===== src/rtl/spi_slave_responder.sv =====
// ---------------------------------------------------------------------------
// spi_slave_responder
//
// This block is an SPI mode-0 target (CPOL=0, CPHA=0) that transfers bytes MSB first.
// It oversamples the external SCLK, CS and SDI pins on clk. Each received
// byte is delivered to the host. Each transmitted byte comes from a one-deep
// pending slot. When no response byte is pending at a byte boundary, the
// block sends IDLE_BYTE.
//
// Parameters
//   IDLE_BYTE    fill byte sent when nothing is pending at a byte boundary
//   SYNC_STAGES  synchronizer depth on SCLK/CS/SDI (legal range 2..3)
//
// Ports
//   clk, reset        system clock, synchronous active-high reset
//   SCLK, CS, SDI     asynchronous SPI pins from the master (CS active low)
//   SDO               registered serial data back to the master
//   tx_data, tx_load  host response byte and its load strobe
//   tx_ready          pending slot empty
//   rx_data, rx_valid last complete received byte, one-cycle update pulse
//   frame_error       one-cycle pulse when CS rises in the middle of a byte
//   busy              high while a transaction is in progress
//   state_dbg         current FSM state (0 = IDLE, 1 = ACTIVE)
//
// Transmit handshake: tx_ready is high exactly when the pending slot is
// empty. A cycle with tx_load=1 and tx_ready=1 transfers tx_data into the
// slot. A cycle with tx_load=1 and tx_ready=0 is dropped, and the held byte
// is not changed. The slot is emptied when a byte boundary consumes it.
// ---------------------------------------------------------------------------
module spi_slave_responder #(
  parameter logic [7:0] IDLE_BYTE   = 8'hFF,
  parameter int         SYNC_STAGES = 2
) (
  input  logic       clk,
  input  logic       reset,
  input  logic       SCLK,
  input  logic       CS,
  input  logic       SDI,
  output logic       SDO,
  input  logic [7:0] tx_data,
  input  logic       tx_load,
  output logic       tx_ready,
  output logic [7:0] rx_data,
  output logic       rx_valid,
  output logic       frame_error,
  output logic       busy,
  output logic       state_dbg
);

  typedef enum logic [0:0] {
    IDLE   = 1'b0,
    ACTIVE = 1'b1
  } state_t;

  localparam logic [1:0] SETTLE_MAX = 2'(SYNC_STAGES);

  state_t state, state_next;

  logic [SYNC_STAGES-1:0] sclk_sync, cs_sync, sdi_sync;
  logic sclk_s, cs_s, sdi_s;
  logic sclk_d, cs_d;
  logic sclk_rise_q, sclk_fall_q, cs_rise_q, cs_fall_q;

  logic [1:0] settle;
  logic       armed;

  logic [2:0] bit_cnt;
  logic [6:0] rx_shift;
  logic [7:0] tx_shift;
  logic       boundary;
  logic       pending;
  logic [7:0] hold;

  logic       start, stop, rise_act, fall_act, consume, load_ok;
  logic [7:0] next_byte;

  // Synchronizers and registered edge pulses. Registering the pulses gives
  // SYNC_STAGES+1 cycles from pin to pulse and SYNC_STAGES+2 to SDO.
  always_ff @(posedge clk) begin
    if (reset) begin
      sclk_sync   <= '0;
      cs_sync     <= '1;
      sdi_sync    <= '0;
      sclk_d      <= 1'b0;
      cs_d        <= 1'b1;
      sclk_rise_q <= 1'b0;
      sclk_fall_q <= 1'b0;
      cs_rise_q   <= 1'b0;
      cs_fall_q   <= 1'b0;
    end else begin
      sclk_sync   <= {sclk_sync[SYNC_STAGES-2:0], SCLK};
      cs_sync     <= {cs_sync[SYNC_STAGES-2:0], CS};
      sdi_sync    <= {sdi_sync[SYNC_STAGES-2:0], SDI};
      sclk_d      <= sclk_s;
      cs_d        <= cs_s;
      sclk_rise_q <= sclk_s & ~sclk_d;
      sclk_fall_q <= ~sclk_s & sclk_d;
      cs_rise_q   <= cs_s & ~cs_d;
      cs_fall_q   <= ~cs_s & cs_d;
    end
  end

  assign sclk_s = sclk_sync[SYNC_STAGES-1];
  assign cs_s   = cs_sync[SYNC_STAGES-1];
  assign sdi_s  = sdi_sync[SYNC_STAGES-1];

  // After reset the synchronizer holds CS=1 no matter what the pin is doing.
  // If the pin is already low, flushing the synchronizer would look like a
  // falling edge. A CS fall is therefore only accepted after CS has been
  // seen high once the pipeline has flushed. This forces a fresh
  // transaction after a mid-frame reset.
  always_ff @(posedge clk) begin
    if (reset) begin
      settle <= 2'd0;
      armed  <= 1'b0;
    end else begin
      if (settle != SETTLE_MAX) settle <= settle + 2'd1;
      if (settle == SETTLE_MAX && cs_s) armed <= 1'b1;
    end
  end

  // FSM state register
  always_ff @(posedge clk) begin
    if (reset) state <= IDLE;
    else       state <= state_next;
  end

  // FSM next state and per-cycle event decode
  always_comb begin
    state_next = state;
    start      = 1'b0;
    stop       = 1'b0;
    rise_act   = 1'b0;
    fall_act   = 1'b0;
    case (state)
      IDLE: begin
        if (cs_fall_q && armed) begin
          start      = 1'b1;
          state_next = ACTIVE;
        end
      end
      ACTIVE: begin
        if (cs_rise_q) begin
          stop       = 1'b1;
          state_next = IDLE;
        end else begin
          rise_act = sclk_rise_q;
          fall_act = sclk_fall_q;
        end
      end
      default: state_next = IDLE;
    endcase
  end

  // A consume reads the slot as it was before this cycle. A load landing in
  // the same cycle therefore waits for the following boundary.
  assign consume   = start | (fall_act & boundary);
  assign load_ok   = tx_load & ~pending;
  assign next_byte = pending ? hold : IDLE_BYTE;

  // Datapath
  always_ff @(posedge clk) begin
    if (reset) begin
      SDO         <= 1'b0;
      rx_data     <= 8'h00;
      rx_valid    <= 1'b0;
      frame_error <= 1'b0;
      bit_cnt     <= 3'd0;
      rx_shift    <= 7'd0;
      tx_shift    <= 8'd0;
      boundary    <= 1'b0;
      pending     <= 1'b0;
      hold        <= 8'h00;
    end else begin
      rx_valid    <= 1'b0;
      frame_error <= 1'b0;

      if (load_ok) hold <= tx_data;
      if (consume)      pending <= load_ok;
      else if (load_ok) pending <= 1'b1;

      if (start) begin
        tx_shift <= next_byte;
        SDO      <= next_byte[7];
        bit_cnt  <= 3'd0;
        boundary <= 1'b0;
      end else if (stop) begin
        if (bit_cnt != 3'd0) frame_error <= 1'b1;
        bit_cnt  <= 3'd0;
        boundary <= 1'b0;
        SDO      <= 1'b0;
      end else if (rise_act) begin
        rx_shift <= {rx_shift[5:0], sdi_s};
        if (bit_cnt == 3'd7) begin
          rx_data  <= {rx_shift, sdi_s};
          rx_valid <= 1'b1;
          bit_cnt  <= 3'd0;
          boundary <= 1'b1;
        end else begin
          bit_cnt <= bit_cnt + 3'd1;
        end
      end else if (fall_act) begin
        if (boundary) begin
          tx_shift <= next_byte;
          SDO      <= next_byte[7];
          boundary <= 1'b0;
        end else begin
          tx_shift <= {tx_shift[6:0], 1'b0};
          SDO      <= tx_shift[6];
        end
      end
    end
  end

  assign tx_ready  = ~pending;
  assign busy      = (state == ACTIVE);
  assign state_dbg = state;

endmodule

===== config.mk =====
export PLATFORM = sky130hd
export DESIGN_NAME = spi_slave_responder
export DESIGN_NICKNAME = d
export VERILOG_FILES = /design/src/rtl/spi_slave_responder.sv
export SDC_FILE = /design/constraint.sdc
export NUM_CORES = 1
export LEC_CHECK = 0
export BUFFER_PORTS_ARGS = -buffer_cell sky130_fd_sc_hd__buf_2
export CAP_MARGIN = 10
export CORE_ASPECT_RATIO = 1.1
export CORE_MARGIN = 5
export CORE_UTILIZATION = 40
export DETAILED_ROUTE_END_ITERATION = 10
export PLACE_DENSITY = 0.58
export SLEW_MARGIN = 15
export SYNTH_ARGS = -nofsm -noshare
export SYNTH_HDL_FRONTEND = slang
export SYNTH_SLANG_ARGS = --single-unit

===== constraint.sdc =====
create_clock -name clk -period 1.9 [get_ports clk]
set_input_delay 0.285 -clock clk [delete_from_list [all_inputs] [get_ports clk]]
set_output_delay 0.285 -clock clk [all_outputs]
set_load 0.005 [all_outputs]

* After elaboration in Yosys (flattened, before gate mapping)
Cells that the tools add are included.
Storage, ports and cells: register bits 54, input bits 14
Operators by class: add/sub/neg operators 2, eq/ne operators 7, multiplexer cells 29, bitwise logic cells 16, reduce and logical (&&, ||, !) cells 15
Operators by type and width (count):
- 7-bit two-way mux | 5
- 1-bit two-way mux | 21
- 1-bit NOT | 9
- 8-bit two-way mux | 1
- 1-bit AND | 6
- 2-bit != test (second input constant) | 3
- 3-bit AND reduction | 2
- 2-bit nonzero test | 3
- 3-bit nonzero test | 2
- 3-bit OR reduction | 2
- 2-bit AND reduction | 2
- 4-bit AND reduction | 1
- 4-bit OR reduction | 1
- 3-bit by 1-bit adder with 3-bit output (second input constant) | 1
- 3-bit == test (second input constant) | 1
- 3-bit two-way mux | 1
- 3-bit != test (second input constant) | 1
- 2-bit by 1-bit adder with 2-bit output (second input constant) | 1
- 2-bit == test (second input constant) | 1
- 1-bit logical AND | 2
- 2-bit by 1-bit != test with 1-bit output (second input constant) | 1
- 1-bit one-hot mux with 2 select lines | 1
- 1-bit OR | 1

* Longest topological paths before layout
Gate-level depths: netlist of the first run.
word-level depth 6, mapped depth 6, depth with buffers taken out 5

* Worst setup path after synthesis of the first run
No wires, ideal clock.
path kind reg-to-reg, start register state, in the netlist busy, end register tx_shift[1], arrival time 1.204 ns, data required time 1.768 ns, slack 0.564 ns, stages on the path, launching flop included 7, buffers on the path 2, period minus slack after synthesis 1.336 ns, path through dfxtp_1 and3b_1 buf_6 or2_0 buf_2 o221ai_1 a21oi_1
On the way: word-level cells in the longest chain between the ends 3, elaborated cells on any way between the ends 9, classes of those cells eq/ne: 2; mux: 5; reduce/logical: 2
Ends and longest elaborated chain:
- start: declaration | line 57 | state_t state, state_next;
- start signal: assignment | line 125 | else state <= state_next;
- 1-bit two-way mux | line 135 | case (state)
- 2-bit != test (no line) / 2-bit nonzero test (equally long branches)
- 3-bit AND reduction (no line)
- end signal: assignment | line 183 | tx_shift <= next_byte;
- end signal: assignment | line 204 | tx_shift <= next_byte;
- end signal: assignment | line 208 | tx_shift <= {tx_shift[6:0], 1'b0};
- end: declaration | line 69 | logic [7:0] tx_shift;
Parallel ways exist; a longest one is shown, timed or not. A chain may end at the register's enable or synchronous reset.

* Worst setup path after layout of the first run
start register state, in the netlist busy, end register rx_data[1]
On the way: word-level cells in the longest chain between the ends 3, elaborated cells on any way between the ends 6, classes of those cells mux: 3; bitwise: 2; reduce/logical: 1
Ends and longest elaborated chain:
- 1-bit two-way mux | line 135
- 1-bit NOT (no line)
- 4-bit AND reduction (no line) *
- end signal: assignment | line 195 | rx_data <= {rx_shift, sdi_s};
- end: declaration | line 43 | output logic [7:0] rx_data,
Every way passes the cells marked *; elsewhere a longest branch is shown, timed or not.

==> impl_metrics.ini, run 1 <==
[yosys]
synth.cell_area_um2 = 1980
syn_avg_cell_area_um2 = 8.74
ys_seq_area_frac = 0.545
yosysTopAreaCell = dfxtp_1
syn_nets = 245
synth_area_leaders = dfxtp_1, nand2_1, a21oi_1, nor2b_1, o221ai_1
syn-instance-count = 227
synth_top_area_frac = 0.545
synth_seq_cells = 54
synthDistinctLibCells = 33
ys_warn_count = 0

[global_route]
grt_pass1_vias = 1418
grt_pass1_wl_um = 6200
grt_overflow = 0
antenna_found_initial = 0
grt_max_degree = 20
grtUsageTotal = 0.117

[worst_setup_path]
crit_type = reg -> reg
cp-start-kind = register
path_delay_family = simple AND/OR/NAND/NOR gates
worst-path-buf-inv = 0
endpoint_kind = register
worstPathCellList = and3b_1 -> and2_1 -> nand2_1 -> a21oi_1
arrival_ns = 1.80
cp_max_fo = 11
cp_num_cells = 4
critPathSlowestCell = dfxtp_1
cp.required_ns = 2.15
reg2reg_depth = 4
critPathMaxStageDelay_ns = 0.45

[sta]
finalWorstSetupSlack_ns = 0.350
period_share = 0.816
hold_viol_final = 0
clock_skew_ns = 0.00751
finalCriticalPeriod_ns = 1.55
slew_headroom = 0.669
setup_viol = 0
rsz0062_at_grt = no
setup_tns_ns = 0
finalMaxSlewViolations = 0
worst_pin_slew_ns = 0.495
hold_slack_ns = 0.164
fmax_mhz = 645

[cts]
cts_resized = 0
path_clk_slew_ns = 0.09
clk_path_buf_depth = 2
ctsHoldBuffers = 0
clock_latency_ns = 0.30
htreeDepth = 2
numCtsBuffers = 5
clock-sinks = 54
cts_tree = yes
post_cts.repair.setup_buffers = 0
cts_root_buf = clkbuf_8

[finish]
synthToLayoutAreaGrowth_pct = 12.8
final_common_cell = nand2_1
fin_nets = 269
final_layout_size_suffix_gt1_frac = 0.175
final_cell_mix = nand2_1, dfxtp_1, a21oi_1
diodes = 0
final_cell_area_um2 = 2240

[place]
placed_area_um2 = 2140
place.gp.congestion = 0.748
portBuffers = 27
dpl_worst_slack_ns = 0.342
hpwlAfterDp_um = 2480

[routing]
routedWlPerCell_um = 11.5
avgViaCountPerCell = 4.87
drtIter0Drc = 81
drc = 0
vias = 1500
drtAntennaViolNets = 0
routed_wl_um = 3550
drtPass1Iterations = 4

[floorplanning]
die_w_um = 77.1
core-area_um2 = 4720
dieArea_um2 = 6470
placementRows = 26
io-pin-count = 28
initial_utilization = 0.420
dieHeight_um = 83.9

[run]
cap_violations = 0

[hold_path]
min_path_cells = 2
worstHoldPathType = in -> reg

[power_and_ir_drop]
powerDensity_nw_per_um2 = 899
ir_drop_mv = 0.564
leakagePower_nw = 0.875

[status]
status = finished, final reports clean
## registers in the layout, indices dropped and copies added, names as in the netlist, 2 cells and up
| signal | flops |
|---|---|
| rx_shift | 7 |
| bit_cnt | 3 |
| sclk_sync | 2 |
| tx_shift | 7 |
| hold | 8 |
| settle | 2 |
| rx_data | 8 |
| cs_sync | 2 |
| sdi_sync | 2 |
## worst paths after layout
kind	from	to	slack [ns]
worst min register to register	sclk_d$_SDFF_PP0_	sclk_rise_q$_SDFF_PP0_	0.41
worst max register to register	busy$_SDFF_PP0_	rx_data[1]$_SDFFE_PP0P_	0.35
worst min-delay path	CS	cs_sync[0]$_SDFF_PP1_	0.16
worst max-delay path	busy$_SDFF_PP0_	rx_data[1]$_SDFFE_PP0P_	0.35
## cells in the mapped netlist (all sizes together)
cell and instances:
nor3 2, nand3b 3, nor2b 10, dfxtp 54
and4bb 1, or3 1, or2 4, a21oi 36
a31oi 1, and3b 2, a2bb2oi 1, nor2 13
buf 7, nand2b 1, nand3 2, xor2 1
ha 4, inv 6, a221oi 1, nor3b 2
clkbuf 5, and2 1, o21ai 2, o221ai 6
a311oi 1, nand2 60
## power by group
part / switching (W) / internal, W / total, W
sequential: 0.0000307 / 0.00118 / 0.00121
clock: 0.000354 / 0.000293 / 0.000647
combinational: 0.0000840 / 0.0000690 / 0.000153
## per-stage QoR
step / total power [W] / std cells / util
final: 0.00201 / 308 / 0.474
after global routing: 0.00213 / 308 / 0.474
after CTS: 0.00205 / 308 / 0.474
after detailed placement: 0.00140 / 300 / 0.454
after global placement: 0.00139 / 300 / 0.454
after floorplan: 0.00135 / 227 / -
## routing by layer
metal  global-route usage  part of all wire
met5                    0                 0
met4               0.0563             0.021
met3               0.0421             0.035
met2                0.177              0.45
met1                0.147              0.49
## area by class of cell
type | instances | area [um2]
Clock buffer | 6 | 82.6
Timing Repair Buffer | 29 | 150
Multi-Input combinational cell | 155 | 818
Fill cell | 464 | 2480
Clock inverter | 2 | 12.5
Inverter | 6 | 22.5
Tap cell | 56 | 70.1
Sequential cell | 54 | 1080
## logic make-up (layout without fill, tap and decap cells)
logic type / count (synthesis) / in the layout / synth area share
flops: 54 / 54 / 0.545
buf+inv: 18 / 43 / 0.0423
xor+xnor: 1 / 1 / 0.00442
simple gates: 102 / 102 / 0.238
compound gates: 48 / 48 / 0.144
fa+ha+maj: 4 / 4 / 0.0252
No activity file was read; power rests on OpenSTA's default activity.
==> run 2: changes to the inputs <==
==> constraint.sdc (replaced) <==
create_clock -name clk -period 1.5 [get_ports clk]
set_input_delay 0.225 -clock clk [delete_from_list [all_inputs] [get_ports clk]]
set_output_delay 0.225 -clock clk [all_outputs]
set_load 0.005 [all_outputs]
==> run 2 against run 1 <==
Net effect:
- hold slack worse by 0.069 ns
- combinational power grew 29%
- register-to-register slack worse by 0.18 ns
- clock power up 25%
- critical path depth rose by 1
- largest cell class unchanged
- largest power group unchanged
==> impl_metrics.ini, run 2 (same netlist as run 1, synthesis figures left out) <==
[status]
status = finished, final reports clean

[finish]
synthToLayoutAreaGrowth_pct = 14.9
final_common_cell = nand2_1
largestRegisters = hold (8), rx_data (8)
final_cell_mix = nand2_1, dfxtp_1, a21oi_1
postLayoutCoreUtil = 0.483
final_cell_area_um2 = 2280
final_layout_size_suffix_gt1_frac = 0.195
fin_nets = 274
diodes = 0

[place]
dpl_worst_slack_ns = 0.129
hpwlAfterDp_um = 2630
placed_area_um2 = 2180
place.gp.congestion = 0.787
portBuffers = 27

[routing]
drtAntennaViolNets = 0
routed_wl_um = 3670
vias = 1533
drtPass1Iterations = 4
drtIter0Drc = 79
avgViaCountPerCell = 4.90
routedWlPerCell_um = 11.7
drc = 0

[floorplanning]
dieHeight_um = 83.9
die_w_um = 77.1
initial_utilization = 0.420
dieArea_um2 = 6470
core-area_um2 = 4720
io-pin-count = 28
placementRows = 26

[cts]
numCtsBuffers = 5
ctsHoldBuffers = 0
clk_path_buf_depth = 2
htreeDepth = 2
cts_tree = yes
cts_root_buf = clkbuf_8
post_cts.repair.setup_buffers = 0
clock-sinks = 54
path_clk_slew_ns = 0.09
clock_latency_ns = 0.31
cts_resized = 0

[worst_setup_path]
cp_num_cells = 5
reg2reg_depth = 5
worstPathCellList = buf_4 -> nor2b_1 -> nand2_1 -> or3_1 -> a21oi_1
cp_max_fo = 6
endpoint_kind = register
path_delay_family = simple AND/OR/NAND/NOR gates
arrival_ns = 1.57
critPathSlowestCell = dfxtp_1
worst-path-buf-inv = 1
cp-start-kind = register
crit_type = reg -> reg
critPathMaxStageDelay_ns = 0.39
cp.required_ns = 1.74

[sta]
slew_headroom = 0.685
finalMaxSlewViolations = 0
rsz0062_at_grt = no
hold_viol_final = 0
fmax_mhz = 752
clock_skew_ns = 0.0130
finalWorstSetupSlack_ns = 0.170
period_share = 0.886
worst_pin_slew_ns = 0.472
setup_tns_ns = 0
finalCriticalPeriod_ns = 1.33
setup_viol = 0

[global_route]
grt_pass1_wl_um = 6450
grtUsageTotal = 0.121
antenna_found_initial = 0
grt_max_degree = 25
grt_overflow = 0
grt_pass1_vias = 1470

[power_and_ir_drop]
powerDensity_nw_per_um2 = 1120
power_w = 0.00254
leakagePower_nw = 0.900
ir_drop_mv = 0.660

[hold_path]
worstHoldPathType = in -> reg
min_path_cells = 2

[run]
cap_violations = 0
==> run 2: cell count changes in the layout (fill, tap and decap cells not counted) <==
cell,change
clkinv_2,-1
inv_6,+1
and2_2,+1
clkinvlp_4,+1
and2_1,-1
clkbuf_8,-1
or2_1,+1
nor2_2,-1
buf_4,+5
or2_0,-1
nor2_4,+1
==> run 2: metal layers <==
layer / wire length [um] / track usage
met1: 1750 / 0.151
met4: 17 / 0.0422
met2: 1730 / 0.191
met3: 178 / 0.0421
met5: 0 / 0
==> run 2: final cells by class <==
type / count / area, um2
inverters: 6 / 22.5
well taps: 56 / 70.1
multi-input cells: 155 / 825
fillers: 467 / 2440
flip-flops and latches: 54 / 1080
repair buffers: 34 / 188
clock buffers: 5 / 68.8
clock inverters: 3 / 23.8
==> run 2: through the flow <==
| step | instances | hold slack (ns) |
|---|---|---|
| 4_1_cts | 313 | 0.0831 |
| 3_5_place_dp | 305 | 0.393 |
| 5_1_grt | 313 | 0.0894 |
| 6_report | 313 | 0.0947 |
| 2_1_floorplan | 227 | 0.304 |
| 3_3_place_gp | 305 | 0.390 |
==> run 2: where the power goes <==
group	total (W)	switching, W	internal, W
clock network	0.000811	0.000477	0.000334
logic	0.000198	0.000109	0.0000894
registers	0.00154	0.0000399	0.00150
==> run 2: worst paths after layout <==
| check | start | endpoint | slack, ns |
|---|---|---|---|
| setup reg to reg | busy$_SDFF_PP0_ | bit_cnt[0]$_SDFFE_PP0P_ | 0.17 |
| hold / removal | CS | cs_sync[0]$_SDFF_PP1_ | 0.09 |
| hold reg to reg | sclk_d$_SDFF_PP0_ | sclk_rise_q$_SDFF_PP0_ | 0.41 |
| setup / recovery | busy$_SDFF_PP0_ | bit_cnt[0]$_SDFFE_PP0P_ | 0.17 |
